`src/rtl/cpu_sequencer.sv`:
```
// Clocked multi-cycle sequencer for the 8-bit CPU: one state per clock, one enable
// per datapath phase, data-memory wait states with timeout, and a halt stop state.
module cpu_sequencer #(
    parameter int MEM_TIMEOUT = 15,
    parameter int CNT_W       = 16
) (
    input  logic             clk,
    input  logic             reset,
    input  logic             run,
    input  logic             halt_op,
    input  logic             mem_r_en,
    input  logic             mem_w_en,
    input  logic             reg_w_en,
    input  logic             mem_ready,
    output logic             fetch_en,
    output logic             decode_en,
    output logic             regrd_en,
    output logic             exec_en,
    output logic             mem_req,
    output logic             wbsel_en,
    output logic             wb_en,
    output logic             pc_en,
    output logic [3:0]       state,
    output logic             busy,
    output logic             halted,
    output logic             mem_err,
    output logic [CNT_W-1:0] retired
);

    localparam int WAIT_W = (MEM_TIMEOUT < 1) ? 1 : $clog2(MEM_TIMEOUT + 1);

    typedef enum logic [3:0] {
        S_FETCH  = 4'd0,
        S_DECODE = 4'd1,
        S_REGRD  = 4'd2,
        S_EXEC   = 4'd3,
        S_MEM    = 4'd4,
        S_WBSEL  = 4'd5,
        S_WB     = 4'd6,
        S_PCUPD  = 4'd7,
        S_IDLE   = 4'd8,
        S_HALT   = 4'd9
    } state_t;

    state_t            state_q;
    state_t            state_d;
    logic [WAIT_W-1:0] wait_cnt;
    logic              mem_timeout;

    // mem_ready wins over an expiring wait count
    assign mem_timeout = !mem_ready && (wait_cnt == WAIT_W'(MEM_TIMEOUT));

    always_ff @(posedge clk or posedge reset) begin
        if (reset) begin
            state_q <= S_IDLE;
        end else begin
            state_q <= state_d;
        end
    end

    always_ff @(posedge clk or posedge reset) begin
        if (reset) begin
            wait_cnt <= '0;
            mem_err  <= 1'b0;
            retired  <= '0;
        end else begin
            wait_cnt <= (state_q == S_MEM) ? wait_cnt + 1'b1 : '0;
            if (state_q == S_MEM && mem_timeout) begin
                mem_err <= 1'b1;
            end
            if (state_q == S_PCUPD) begin
                retired <= retired + CNT_W'(1);
            end
        end
    end

    always_comb begin
        state_d = state_q;
        case (state_q)
            S_IDLE:   state_d = run ? S_FETCH : S_IDLE;
            S_FETCH:  state_d = S_DECODE;
            S_DECODE: state_d = halt_op ? S_HALT : S_REGRD;
            S_REGRD:  state_d = S_EXEC;
            S_EXEC:   state_d = (mem_r_en || mem_w_en) ? S_MEM : S_WBSEL;
            S_MEM: begin
                if (mem_ready) begin
                    state_d = S_WBSEL;
                end else if (mem_timeout) begin
                    state_d = S_HALT;
                end else begin
                    state_d = S_MEM;
                end
            end
            S_WBSEL:  state_d = S_WB;
            S_WB:     state_d = S_PCUPD;
            S_PCUPD:  state_d = run ? S_FETCH : S_IDLE;
            S_HALT:   state_d = S_HALT;
            default:  state_d = S_HALT;
        endcase
    end

    // Strobes are pure state decodes, except wb_en which also gates on reg_w_en
    always_comb begin
        fetch_en  = 1'b0;
        decode_en = 1'b0;
        regrd_en  = 1'b0;
        exec_en   = 1'b0;
        mem_req   = 1'b0;
        wbsel_en  = 1'b0;
        wb_en     = 1'b0;
        pc_en     = 1'b0;
        busy      = 1'b1;
        halted    = 1'b0;
        case (state_q)
            S_FETCH:  fetch_en  = 1'b1;
            S_DECODE: decode_en = 1'b1;
            S_REGRD:  regrd_en  = 1'b1;
            S_EXEC:   exec_en   = 1'b1;
            S_MEM:    mem_req   = 1'b1;
            S_WBSEL:  wbsel_en  = 1'b1;
            S_WB:     wb_en     = reg_w_en;
            S_PCUPD:  pc_en     = 1'b1;
            S_IDLE:   busy      = 1'b0;
            S_HALT: begin
                busy   = 1'b0;
                halted = 1'b1;
            end
            default: ;
        endcase
    end

    assign state = state_q;

endmodule

```
`config.mk`:
```
export PLATFORM = sky130hd
export DESIGN_NAME = cpu_sequencer
export DESIGN_NICKNAME = d
export VERILOG_FILES = /design/src/rtl/cpu_sequencer.sv
export SDC_FILE = /design/constraint.sdc
export NUM_CORES = 1
export LEC_CHECK = 0
export ABC_AREA = 1
export BUFFER_PORTS_ARGS = -buffer_cell sky130_fd_sc_hd__buf_2
export CAP_MARGIN = 20
export CORE_MARGIN = 1
export CORE_UTILIZATION = 38
export DETAILED_ROUTE_END_ITERATION = 7
export RECOVER_POWER = 25
export SLEW_MARGIN = 5
export SYNTH_ARGS = -nofsm -noshare
export SYNTH_HDL_FRONTEND = slang
export SYNTH_SLANG_ARGS = --single-unit
export TNS_END_PERCENT = 1
```
`constraint.sdc`:
```
create_clock -name clk -period 1.6 [get_ports clk]
set_input_delay 0.16 -clock clk [delete_from_list [all_inputs] [get_ports clk]]
set_output_delay 0.16 -clock clk [all_outputs]
set_load 0.02 [all_outputs]
```
-- After elaboration in Yosys (flattened, before gate mapping)
Cells that the tools add are included.
- word-level logic and storage cells: 40
- bits in read-only memories: 0
- input port bits: 8
- bits in latches: 0
- memories: 0
- bits in writable memories: 0
- output and inout bits: 31
- flip-flop bits (word level): 25
- shifts and indexed selects: 0
- reduce and logical (&&, ||, !) cells: 7
- eq/ne operators: 10
- multiply operators: 0
- divide/modulo/power cells: 0
- bitwise operators: 0
- magnitude comparators: 0
- add/subtract/negate cells: 2
- muxes and demuxes: 17
- operators by type and width (operator ; count):
    one-hot mux 4 bit (8 select lines) ; 1
    2-to-1 mux 4 bit ; 5
    adder 16 x 1 -> 16 bit, second input constant ; 1
    == test 4 x 3 -> 1 bit, second input constant ; 4
    == test 4 bit, second input constant ; 3
    2-to-1 mux 1 bit ; 11
    == test 4 x 2 -> 1 bit, second input constant ; 2
    adder 4 x 1 -> 4 bit, second input constant ; 1
    == test 4 x 1 -> 1 bit, second input constant ; 1
    zero test 4 bit ; 1
    OR reduction 2 bit ; 2
    logical AND 1 bit ; 2
    zero test 1 bit ; 1
    logical OR 1 bit ; 1

-- Logic depth before layout (Yosys ltp)
Gate-level depths: netlist of run 1.
- depth in word-level cells: 5
- gate-level depth with buffers: 8
- mapped depth without buffers: 8

-- Least setup slack after synthesis of run 1
Ideal clock, no wire load.
- kind: register to register
- from: register state_q[0], in the netlist state[0]
- to: register wait_cnt[2]
- stages on the path, launching flop included: 6
- path buffers: 0
- setup time: 78 ps
- arrival: 1409 ps
- data required time: 1522 ps
- slack: 114 ps
- clock period less this slack: 1486 ps
- cell sequence: dfrtp_1 -> nor2_1 -> inv_1 -> nor2_1 -> o21ai_0 -> a21oi_1
- longest elaborated chain between the ends: 2
- RTL lines (element ; RTL line ; RTL):
    from (decl) ; 45 ; state_t state_q;
    from (signal assigned) ; 57 ; state_q <= state_d;
    == test 4 x 3 -> 1 bit ; 67 ; wait_cnt <= (state_q == S_MEM) ? wait_cnt + 1'b1 : '0;
    2-to-1 mux 4 bit ; 67 ;
    to (signal assigned) ; 67 ;
    to (decl) ; 47 ; logic [WAIT_W-1:0] wait_cnt;
No other way between the ends.
A chain may end at the register's enable or synchronous reset.

-- Final worst setup path of run 1
- from: register state_q[3], in the netlist state[3]
- to: output wb_en
- longest elaborated chain between the ends: 2
- RTL lines (element ; RTL line ; RTL):
    == test 4 x 3 -> 1 bit ; 114 ; case (state_q)
    2-to-1 mux 1 bit ; 114 ;
    to (decl) ; 21 ; output logic wb_en,
No other way between the ends.

==> impl_results.md, run 1 <==
- Reg clk slew, reported paths: 0.14 ns
- Slew @ Worst Pin: 0.6406 ns
- Final Instance Area: ~1700 um2
- WL final: 2.933 mm
- Max-slew violations: 0
- Sink Count: 25
- Final setup viols: 1
- Area occupied by multi-input gates: 664.4 um2
- Vias per cell: 4.588
- Clock skew: 0.001136 ns
- Critical Path AT: approximately 1.4 ns
- Final Critical Period: 1.601 ns
- Area after DPL: 1627 um2
- Violation count after the first detailed-route iteration: 53
- Hold WC Path Type: in -> reg
- # IOs: 39
- Setup WS post-layout: -0.0008402 ns
- Run status: finished, violations left
- Mapped Cells: 173
- Largest net degree at the start of global routing: 26
- Main area contributors after synthesis: dfrtp_1 44%, nand2_1 11%, inv_1 7.9%
- CP required: 1.44 ns
- # rows: 21
- CP endpoint kind: primary output
- Synth Warn #: 0
- Synthesized cell area: about 1400 um2
- Core ar.: 3390 um2
- Fin crit share: 100.1%
- Remaining DRCs: 0
- CTS H-Tree Depth: 1
- Syn Nets: ~180
- Peak VDD IR: 532.1 uV
- Power density over cell area: 1167 nW/um2
- Initial antenna violation count: 0
- Tot GR Track Use: 16.53%
- Type of origin of the critical path: flip-flop
- Initial core utilization: 40.46%
- IO buf count: 38
- Post-synth top area share: 43.80%
- First-pass GRT wire length: 4.629 mm
- Area Growth Syn to Fin: 26.28%
- Sequential area share after synthesis: 45.71%
- Vias after detailed routing: 1225
- Layout cell share with drive strength beyond 1: 29.41%
- Number of global-route vias before repair: roughly 1100
- Die ar.: 3853 um2
- Filler cells: between 300 and 400
- Die W: 62.07 um
- Final setup TNS: -0.0008402 ns
- WS Path Type: reg -> out
- Post-DP HPWL: around 2.1 mm
- WL per Instance: 10.99 um
- Failing checks: setup timing
- Commonest non-fill, non-tap cell in the layout: nand2_1
- Synth Register Bits: 25
- Nets: 232
- Max-Cap Viols: 0
- Die height: between 60 and 70 um
- Most frequent cells in the layout: 42 x nand2_1, 34 x buf_2, 28 x inv_1, 22 x dfrtp_1, 21 x nor2_1
- Max Freq: roughly 0.62 GHz
- Gpl congestion: 0.7759
- Insertion delay to the later sink of the worst-skew pair: 0.31 ns
- Antenna diode count: 0
- Synth area leader: dfrtp_1
- Fin. Hold Viols: 0
- Leakage power: 0.9992 nW
- Worst slew margin: 57.29%
- FF/Latch Area: 629.4 um2
- Root Driver: clkbuf_4
- CTS tree: yes
- Syn_area_per_cell: 7.927 um2
- Synth unique cells: 22
- Crit Path Max Fanout: 4
- CTS Buf Count: 3
- Post-DRT Antenna Nets: 0
- Drt first pass iters: 4
- Clock Path Buffers: 2
- Overflow after GRT: 0
- Unrepaired setup endpoints after global routing: true
==> critical path, cell delays in order, from the launching register on <==
cell	delay, ns
dfstp_2	0.59
inv_2	0.06
nand2_4	0.13
nor3_4	0.07
and2_1	0.13
buf_4	0.15
==> sequential cells by signal, summed over array words and instances, names as in the netlist <==
register	flops
mem_err	1
retired	16
state	4
wait_cnt	4
==> stage by stage <==
step                      util [%]  hold WS (ns)  power [W]  std cells  worst slack, ns
after floorplan                  -        0.1866   0.001353        173           0.1136
after global placement       47.99        0.2314   0.001596        258           0.2603
after detailed placement     47.99        0.2332   0.001591        258           0.2428
after CTS                    49.61       0.03650   0.001918        264         -0.02062
after global routing         51.09       0.04263   0.002150        267         -0.06072
final                        51.09       0.04439   0.002020        267       -0.0008402
==> report_power, final <==
part / internal [W] / switching (W) / total (W) / leakage [nW]
registers: 0.000722 / 0.000103 / 0.000825 / 0.330
clock network: 0.0000974 / 0.000191 / 0.000288 / 0.0150
logic: 0.000315 / 0.000591 / 0.000906 / 0.655
==> metal layers <==
metal	vias to the layer above	routed length (um)	global-route usage, %
li1	628	-	-
met1	571	1363	20.96
met2	22	1432	28.57
met3	4	105	4.348
met4	0	31	2.857
met5	-	0	0
==> final timing paths <==
check / from / to / slack (ns) / depth (start not counted)
max: state[3]$_DFF_PP1_ / wb_en / -0.0008 / 5
max in group asynchronous: reset / state[0]$_DFF_PP0_ / 0.62 / 4
max reg2reg: state[3]$_DFF_PP1_ / state[2]$_DFF_PP0_ / 0.27 / 6
min reg2reg: wait_cnt[0]$_DFF_PP0_ / wait_cnt[0]$_DFF_PP0_ / 0.47 / 1
min: halt_op / state[1]$_DFF_PP0_ / 0.04 / 2
min in group asynchronous: reset / wait_cnt[0]$_DFF_PP0_ / 0.53 / 4
==> what timing repair did <==
action,in CTS,in global routing
endpoints found under the setup margin,4,7
hold buffers,1,0
endpoints found under the hold margin,24,0
pin swaps,0,1
buffers inserted,1,3
resized for setup,4,11
==> kinds of logic after synthesis <==
family                     share of synthesized area (%)
AOI/OAI and AO/OA                                  4.745
xor gates and xnor gates                           5.748
adders and majority gates                          1.825
buffers and inverters                              7.938
DFF                                                45.71
and+or+nand+nor                                    34.03
==> area by class of cell <==
type	instances	share of cell area [%]
clock buffers	4	1.517
repair buffers	44	14.16
flip-flops and latches	25	36.34
multi-input cells	119	38.37
inverters	29	6.286
well taps	46	3.324
==> cell usage after synthesis <==
cell type	instances
nand2_1	42
inv_1	29
nor2_1	26
dfrtp_1	24
nand3_1	8
nor3_1	5
xor2_1	5
a21oi_1	4
nor2_4	4
o21ai_0	4
xnor2_1	4
nand2_4	3
nand3b_1	3
ha_1	2
nand4_1	2
o21ai_1	2
and2_1	1
dfstp_2	1
nand2_2	1
nor2_8	1
o211ai_1	1
o21bai_1	1
(Power assumes the default switching activity.)
==> inputs of run 2 (changes only) <==
CAP_MARGIN = 30   (was 20)
SETUP_SLACK_MARGIN = 0.4   (was default)
TNS_END_PERCENT = 20   (was 1)
==> run 2 against run 1 <==
The flow now finishes without violations. Combinational power is 15% higher. Design area is 4.2% higher. Clock skew is 0.0025 ns higher. Fmax is 2.1% higher. Die area stayed put. Highest routed layer unchanged.
==> impl_results.md, run 2 (same netlist as run 1, synthesis figures left out) <==
- Run status: complete, no violations
- Final Instance Area: 1804 um2 (+4.2%)
- WL final: 3.025 mm (+3.1%)
- Number of global-route vias before repair: 1162 (+6.0%)
- Core ar.: 3390 um2 (unchanged)
- Hold WC Path Type: in -> reg
- Inst Count DP: 258 (unchanged)
- Initial antenna violation count: 0 (unchanged)
- Final Critical Period: 1.568 ns (-0.03286 ns)
- Drt first pass iters: 4 (unchanged)
- Net Sw Power: 0.0009472 W (+6.9%)
- Max Freq: 0.6378 GHz (+2.1%)
- Combinational power share: 47.9% (+3.0 points)
- Tot GR Track Use: 17.94% (+1.4 points)
- Die ar.: 3853 um2 (unchanged)
- CP required: 1.44 ns (about the same)
- Largest net degree at the start of global routing: 26 (unchanged)
- Unrepaired setup endpoints after global routing: true
- Biggest register: retired
- Fin util: 53.23% (+2.1 points)
- CTS tree: yes
- Worst slack at placement: 0.3132 ns (+0.07037 ns)
- Slowest CP cell: dfstp_2
- Worst stage delay on the critical path: 0.58 ns (about the same)
- Most frequent cells in the layout: 42 x nand2_1, 29 x buf_2, 26 x inv_1, 18 x nor2_1, 15 x dfrtp_1
- Worst slew margin: 58.54% (+1.3 points)
- # IOs: 39 (unchanged)
- Max-slew violations: 0 (unchanged)
- Power density over cell area: 1201 nW/um2 (+3.0%)
- Total power: 0.002167 W (+7.3%)
- Antenna diode count: 0 (unchanged)
- Leakage power: 0.9950 nW (-0.42%)
- Area Growth Syn to Fin: 31.57%
- Violation count after the first detailed-route iteration: 59 (+11%)
- Post-DRT Antenna Nets: 0 (unchanged)
- Top delay family on crit path: flip-flops
- Layout cell share with drive strength beyond 1: 36.65% (+7.2 points)
- Peak VDD IR: 482.9 uV (-9.3%)
- Slew @ Worst Pin: 0.6218 ns (-0.01876 ns)
- Die height: 62.07 um (unchanged)
- Fin. Hold Viols: 0 (unchanged)
- Clock skew: 0.003632 ns (+0.002496 ns)
- Critical Path AT: 1.41 ns (-0.03 ns)
- Setup WS post-layout: 0.03202 ns (+0.03286 ns)
- Final Non-Filler Cells: 267 (unchanged)
- Internal power: 0.001220 W (+7.5%)
- IO buf count: 38 (unchanged)
- Clock Path Buffers: 2 (unchanged)
- Die W: 62.07 um (unchanged)
- Reg clk slew, reported paths: 0.14 ns (about the same)
- Crit Path Max Fanout: 4 (unchanged)
- Insertion delay to the later sink of the worst-skew pair: 0.32 ns (about the same)
- Gpl congestion: 0.8700 (+12%)
- CTS Buf Count: 3 (unchanged)
- # rows: 21 (unchanged)
- CTS H-Tree Depth: 1 (unchanged)
- Remaining DRCs: 0 (unchanged)
- Max FFs per register: 16 (unchanged)
- Vias after detailed routing: 1239 (+1.1%)
- Initial core utilization: 40.46% (unchanged)
- WL per Instance: 11.33 um (+3.1%)
- Overflow after GRT: 0 (unchanged)
- Post-DP HPWL: 2.246 mm (+6.6%)
- Final setup viols: 0 (-1)
- Clock network power share: 13.5% (-0.8 points)
- Max-Cap Viols: 0 (unchanged)
- Sink Count: 25 (unchanged)
- Type of origin of the critical path: flip-flop
- WS Path Type: reg -> out
- Fin crit share: 98.00% (-2.1 points)
- Area after DPL: 1652 um2 (+1.5%)
- Vias per cell: 4.640 (+1.1%)
- CP endpoint kind: primary output
- Sw Ratio: 43.71% (-0.14 points)
- Crit-path cells: inv_2 -> nand2_4 -> nor3_4 -> and2_4 -> buf_6
- Commonest non-fill, non-tap cell in the layout: nand2_1
- Nets: 232 (unchanged)
- Seq pwr share: 38.6% (-2.3 points)
- First-pass GRT wire length: 4.995 mm (+7.9%)
- CP Buf/Inv Count: 2 (unchanged)
- Root Driver: clkbuf_4
[run 2: path summary, 6_finish.rpt]
kind	from	endpoint	slack, ns	cells past startpoint
min in group asynchronous	reset	retired[8]$_DFFE_PP0P_	0.52	4
max in group asynchronous	reset	retired[4]$_DFFE_PP0P_	0.64	4
max	state[3]$_DFF_PP1_	wb_en	0.03	5
min reg2reg	wait_cnt[0]$_DFF_PP0_	wait_cnt[0]$_DFF_PP0_	0.47	1
max reg2reg	state[0]$_DFF_PP0_	retired[15]$_DFFE_PP0P_	0.27	7
min	halt_op	state[1]$_DFF_PP0_	0.05	2
[run 2: what timing repair did]
action,CTS,global route
resized for setup,14,18
hold buffers,1,0
setup endpoints to repair,23,38
pin swaps,1,2
setup buffers,4,0
endpoints found under the hold margin,24,0
[run 2: power by group through the flow]
stage	sequential [W]	clock (W)	combinational [W]
3_3_place_gp	0.000841	0	0.000802
2_1_floorplan	0.000917	0	0.000484
4_1_cts	0.000831	0.000306	0.000929
5_1_grt	0.000853	0.000338	0.00112
6_report	0.000837	0.000292	0.00104
3_5_place_dp	0.000844	0	0.000805
[run 2: through the flow]
stage | setup TNS [ns] | hold slack, ns
2_1_floorplan | 0 | 0.1862
3_3_place_gp | 0 | 0.2275
3_5_place_dp | 0 | 0.2435
4_1_cts | 0 | 0.02147
5_1_grt | -0.1088 | 0.04070
6_report | 0 | 0.04640
[run 2: final cells by class]
type,instances,area [um2]
multi-input cells,119,693.2
inverters,29,108.9
clock buffers,4,26.28
repair buffers,44,280.3
fillers,318,1585
flip-flops and latches,25,638.1
well taps,46,57.56
[run 2: metal layers]
layer	wire, um	share of wire [%]	global-route usage [%]
met1	1507	50	25.16
met5	0	0	0
met4	68	2.2	9.206
met3	80	2.6	3.520
met2	1367	45	26.14
==> inputs of run 3 (changes only) <==
==> constraint.sdc (replaced) <==
create_clock -name clk -period 1.4 [get_ports clk]
set_input_delay 0.14 -clock clk [delete_from_list [all_inputs] [get_ports clk]]
set_output_delay 0.14 -clock clk [all_outputs]
set_load 0.01 [all_outputs]
==> run 3 against run 2 <==
The flow now finishes with violations (setup timing). Utilization increased by 6.0 points. Die area did not move. Register-to-register slack worse by 0.34 ns. Global-route usage increased by 0.45 points. Combinational power is 30% higher. Sequential cell count did not move. Wire length is 12% higher. Largest power group unchanged.
==> impl_results.md, run 3 (same netlist as run 1, synthesis figures left out) <==
- Run status: finished, violations left
- Failing checks: setup timing
- IO buf count: 38 (unchanged)
- CP endpoint kind: primary output
- Drt first pass iters: 4 (unchanged)
- Die height: 62.07 um (unchanged)
- Commonest non-fill, non-tap cell in the layout: nand2_1
- CTS Buf Count: 3 (unchanged)
- Final Instance Area: 2008 um2 (+11%)
- Antenna diode count: 0 (unchanged)
- Max-slew violations: 0 (unchanged)
- Violation count after the first detailed-route iteration: 70 (+19%)
- Gpl congestion: 0.8393 (-3.5%)
- Sink Count: 25 (unchanged)
- Initial antenna violation count: 0 (unchanged)
- Final Critical Period: 1.586 ns
- Max Freq: around 0.63 GHz
- Setup WS post-layout: -0.1859 ns (-0.2179 ns)
- Post-DRT Antenna Nets: 0 (unchanged)
- Clock skew: 0.01692 ns (+0.01328 ns)
- WL met2: 1.663 mm (+22%)
- First-pass GRT wire length: 5.216 mm (+4.4%)
- Final Non-Filler Cells: 278 (+4.1%)
- Nets: 243 (+4.7%)
- Max-Cap Viols: 0 (unchanged)
- Die W: 62.07 um (unchanged)
- Crit path from: state[3]$_DFF_PP1_
- CTS H-Tree Depth: 1 (unchanged)
- RR Startpoint: state[3]$_DFF_PP1_
- Largest net degree at the start of global routing: 17 (-35%)
- Core ar.: 3390 um2 (unchanged)
- Vias per cell: 4.752 (+2.4%)
- CTS tree: yes
- # rows: 21 (unchanged)
- Vias after detailed routing: 1321 (+6.6%)
- Leakage power: 1.043 nW (+4.8%)
- Die ar.: 3853 um2 (unchanged)
- Clock Path Buffers: 2 (unchanged)
- Hold path start: run
- WS Path Type: reg -> out
- Area Growth Syn to Fin: 46.44%
- Type of origin of the critical path: flip-flop
- Tot GR Track Use: 18.39% (+0.45 points)
- Most frequent cells in the layout: 38 x nand2_1, 30 x buf_2, 23 x inv_1, 15 x nor2_1, 15 x dfrtp_1
- Biggest register: retired
- Insertion delay to the later sink of the worst-skew pair: 0.33 ns (about the same)
- Remaining DRCs: 0 (unchanged)
- WL final: 3.385 mm (+12%)
- Root Driver: clkbuf_4
- Area after DPL: 1655 um2 (+0.23%)
- Number of global-route vias before repair: 1177 (+1.3%)
- Worst slew margin: 71.91% (+13 points)
- Initial core utilization: 40.46% (unchanged)
- Reg clk slew, reported paths: 0.13 ns (about the same)
- Critical Path AT: 1.45 ns (+0.04 ns)
- CP required: 1.26 ns (-0.18 ns)
- Overflow after GRT: 0 (unchanged)
- Final setup viols: 23 (+23)
- Unrepaired setup endpoints after global routing: true
- Inst Count DP: 258 (unchanged)
- Crit Path Max Fanout: 4 (unchanged)
- Peak VDD IR: 535.2 uV (+11%)
- Layout cell share with drive strength beyond 1: 46.12% (+9.5 points)
- Met3 Wirelength: 106 um (+33%)
- Power density over cell area: 1334 nW/um2 (+11%)
- Fin crit share: 113.3%
- WL per Instance: 12.18 um (+7.5%)
- Routed length on met1: 1.583 mm (+5.0%)
- Hold WC Path Type: in -> reg
- Post-DP HPWL: 2.236 mm (-0.44%)
- # IOs: 39 (unchanged)
- Fin. Hold Viols: 0 (unchanged)
- Max FFs per register: 16 (unchanged)
- Top Metal Used: met4
- Slew @ Worst Pin: 0.4214 ns (-0.2004 ns)
run 3: changes by cell type in the layout (fill, tap and decap cells not counted), sizes merged:
cell,previous run,this run
buf,41,53
clkbuf,6,4
clkinv,0,1
run 3: final timing paths:
check                           depth (start not counted)                      to  slack [ns]
worst max-delay path                                    5                   wb_en       -0.19
max in group asynchronous                               4  retired[6]$_DFFE_PP0P_        0.32
worst min-delay path                                    3      state[3]$_DFF_PP1_        0.05
worst min register to register                          1   wait_cnt[0]$_DFF_PP0_        0.47
min in group asynchronous                               3   wait_cnt[0]$_DFF_PP0_        0.32
worst max register to register                         10  retired[9]$_DFFE_PP0P_       -0.07
run 3: worst max-delay path, cell delays in order, from the launching register on:
cell and delay [ns]:
dfstp_2 0.64, inv_4 0.08, nand2_8 0.09, nor3_4 0.05, and2_1 0.14, buf_2 0.13
run 3: layout make-up:
type	instances	area, um2
fillers	314	1381
multi-input cells	119	770.7
flip-flops and latches	25	638.1
repair buffers	55	400.4
inverters	29	113.9
well taps	46	57.56
clock buffers	3	22.52
clock inverters	1	5.005
run 3: what timing repair did:
item / in CTS / in global routing
endpoints found under the setup margin: 56 / 56
buffers inserted: 11 / 4
gates cloned: 0 / 0
gates resized for setup: 21 / 32
pin swaps: 5 / 8
hold buffers: 1 / 0
hold endpoints to repair: 8 / 0
run 3: per-layer routing:
| layer | track usage, % | up-vias |
|---|---|---|
| li1 | - | 654 |
| met1 | 24.94 | 638 |
| met5 | 0 | - |
| met3 | 3.106 | 4 |
| met2 | 30.40 | 25 |
| met4 | 4.762 | 0 |
run 3: where the power goes:
part           leakage, nW  internal [W]  total, W  switching (W)
registers            0.318      0.000829  0.000994       0.000164
logic                0.707      0.000632   0.00135       0.000716
clock network       0.0177      0.000107  0.000337       0.000230
run 3: per-stage QoR:
| stage | setup TNS, ns | setup WS [ns] | power [W] | util (%) | hold WS (ns) |
|---|---|---|---|---|---|
| 2_1_floorplan | 0 | 0.1749 | 0.001446 | - | 0.1664 |
| 3_3_place_gp | 0 | 0.1016 | 0.001706 | 48.84 | 0.1651 |
| 3_5_place_dp | 0 | 0.05644 | 0.001720 | 48.84 | 0.1656 |
| 4_1_cts | -0.7670 | -0.1383 | 0.002393 | 55.52 | 0.03261 |
| 5_1_grt | -3.128 | -0.2382 | 0.002840 | 59.25 | 0.04713 |
| 6_report | -1.547 | -0.1859 | 0.002679 | 59.25 | 0.04764 |
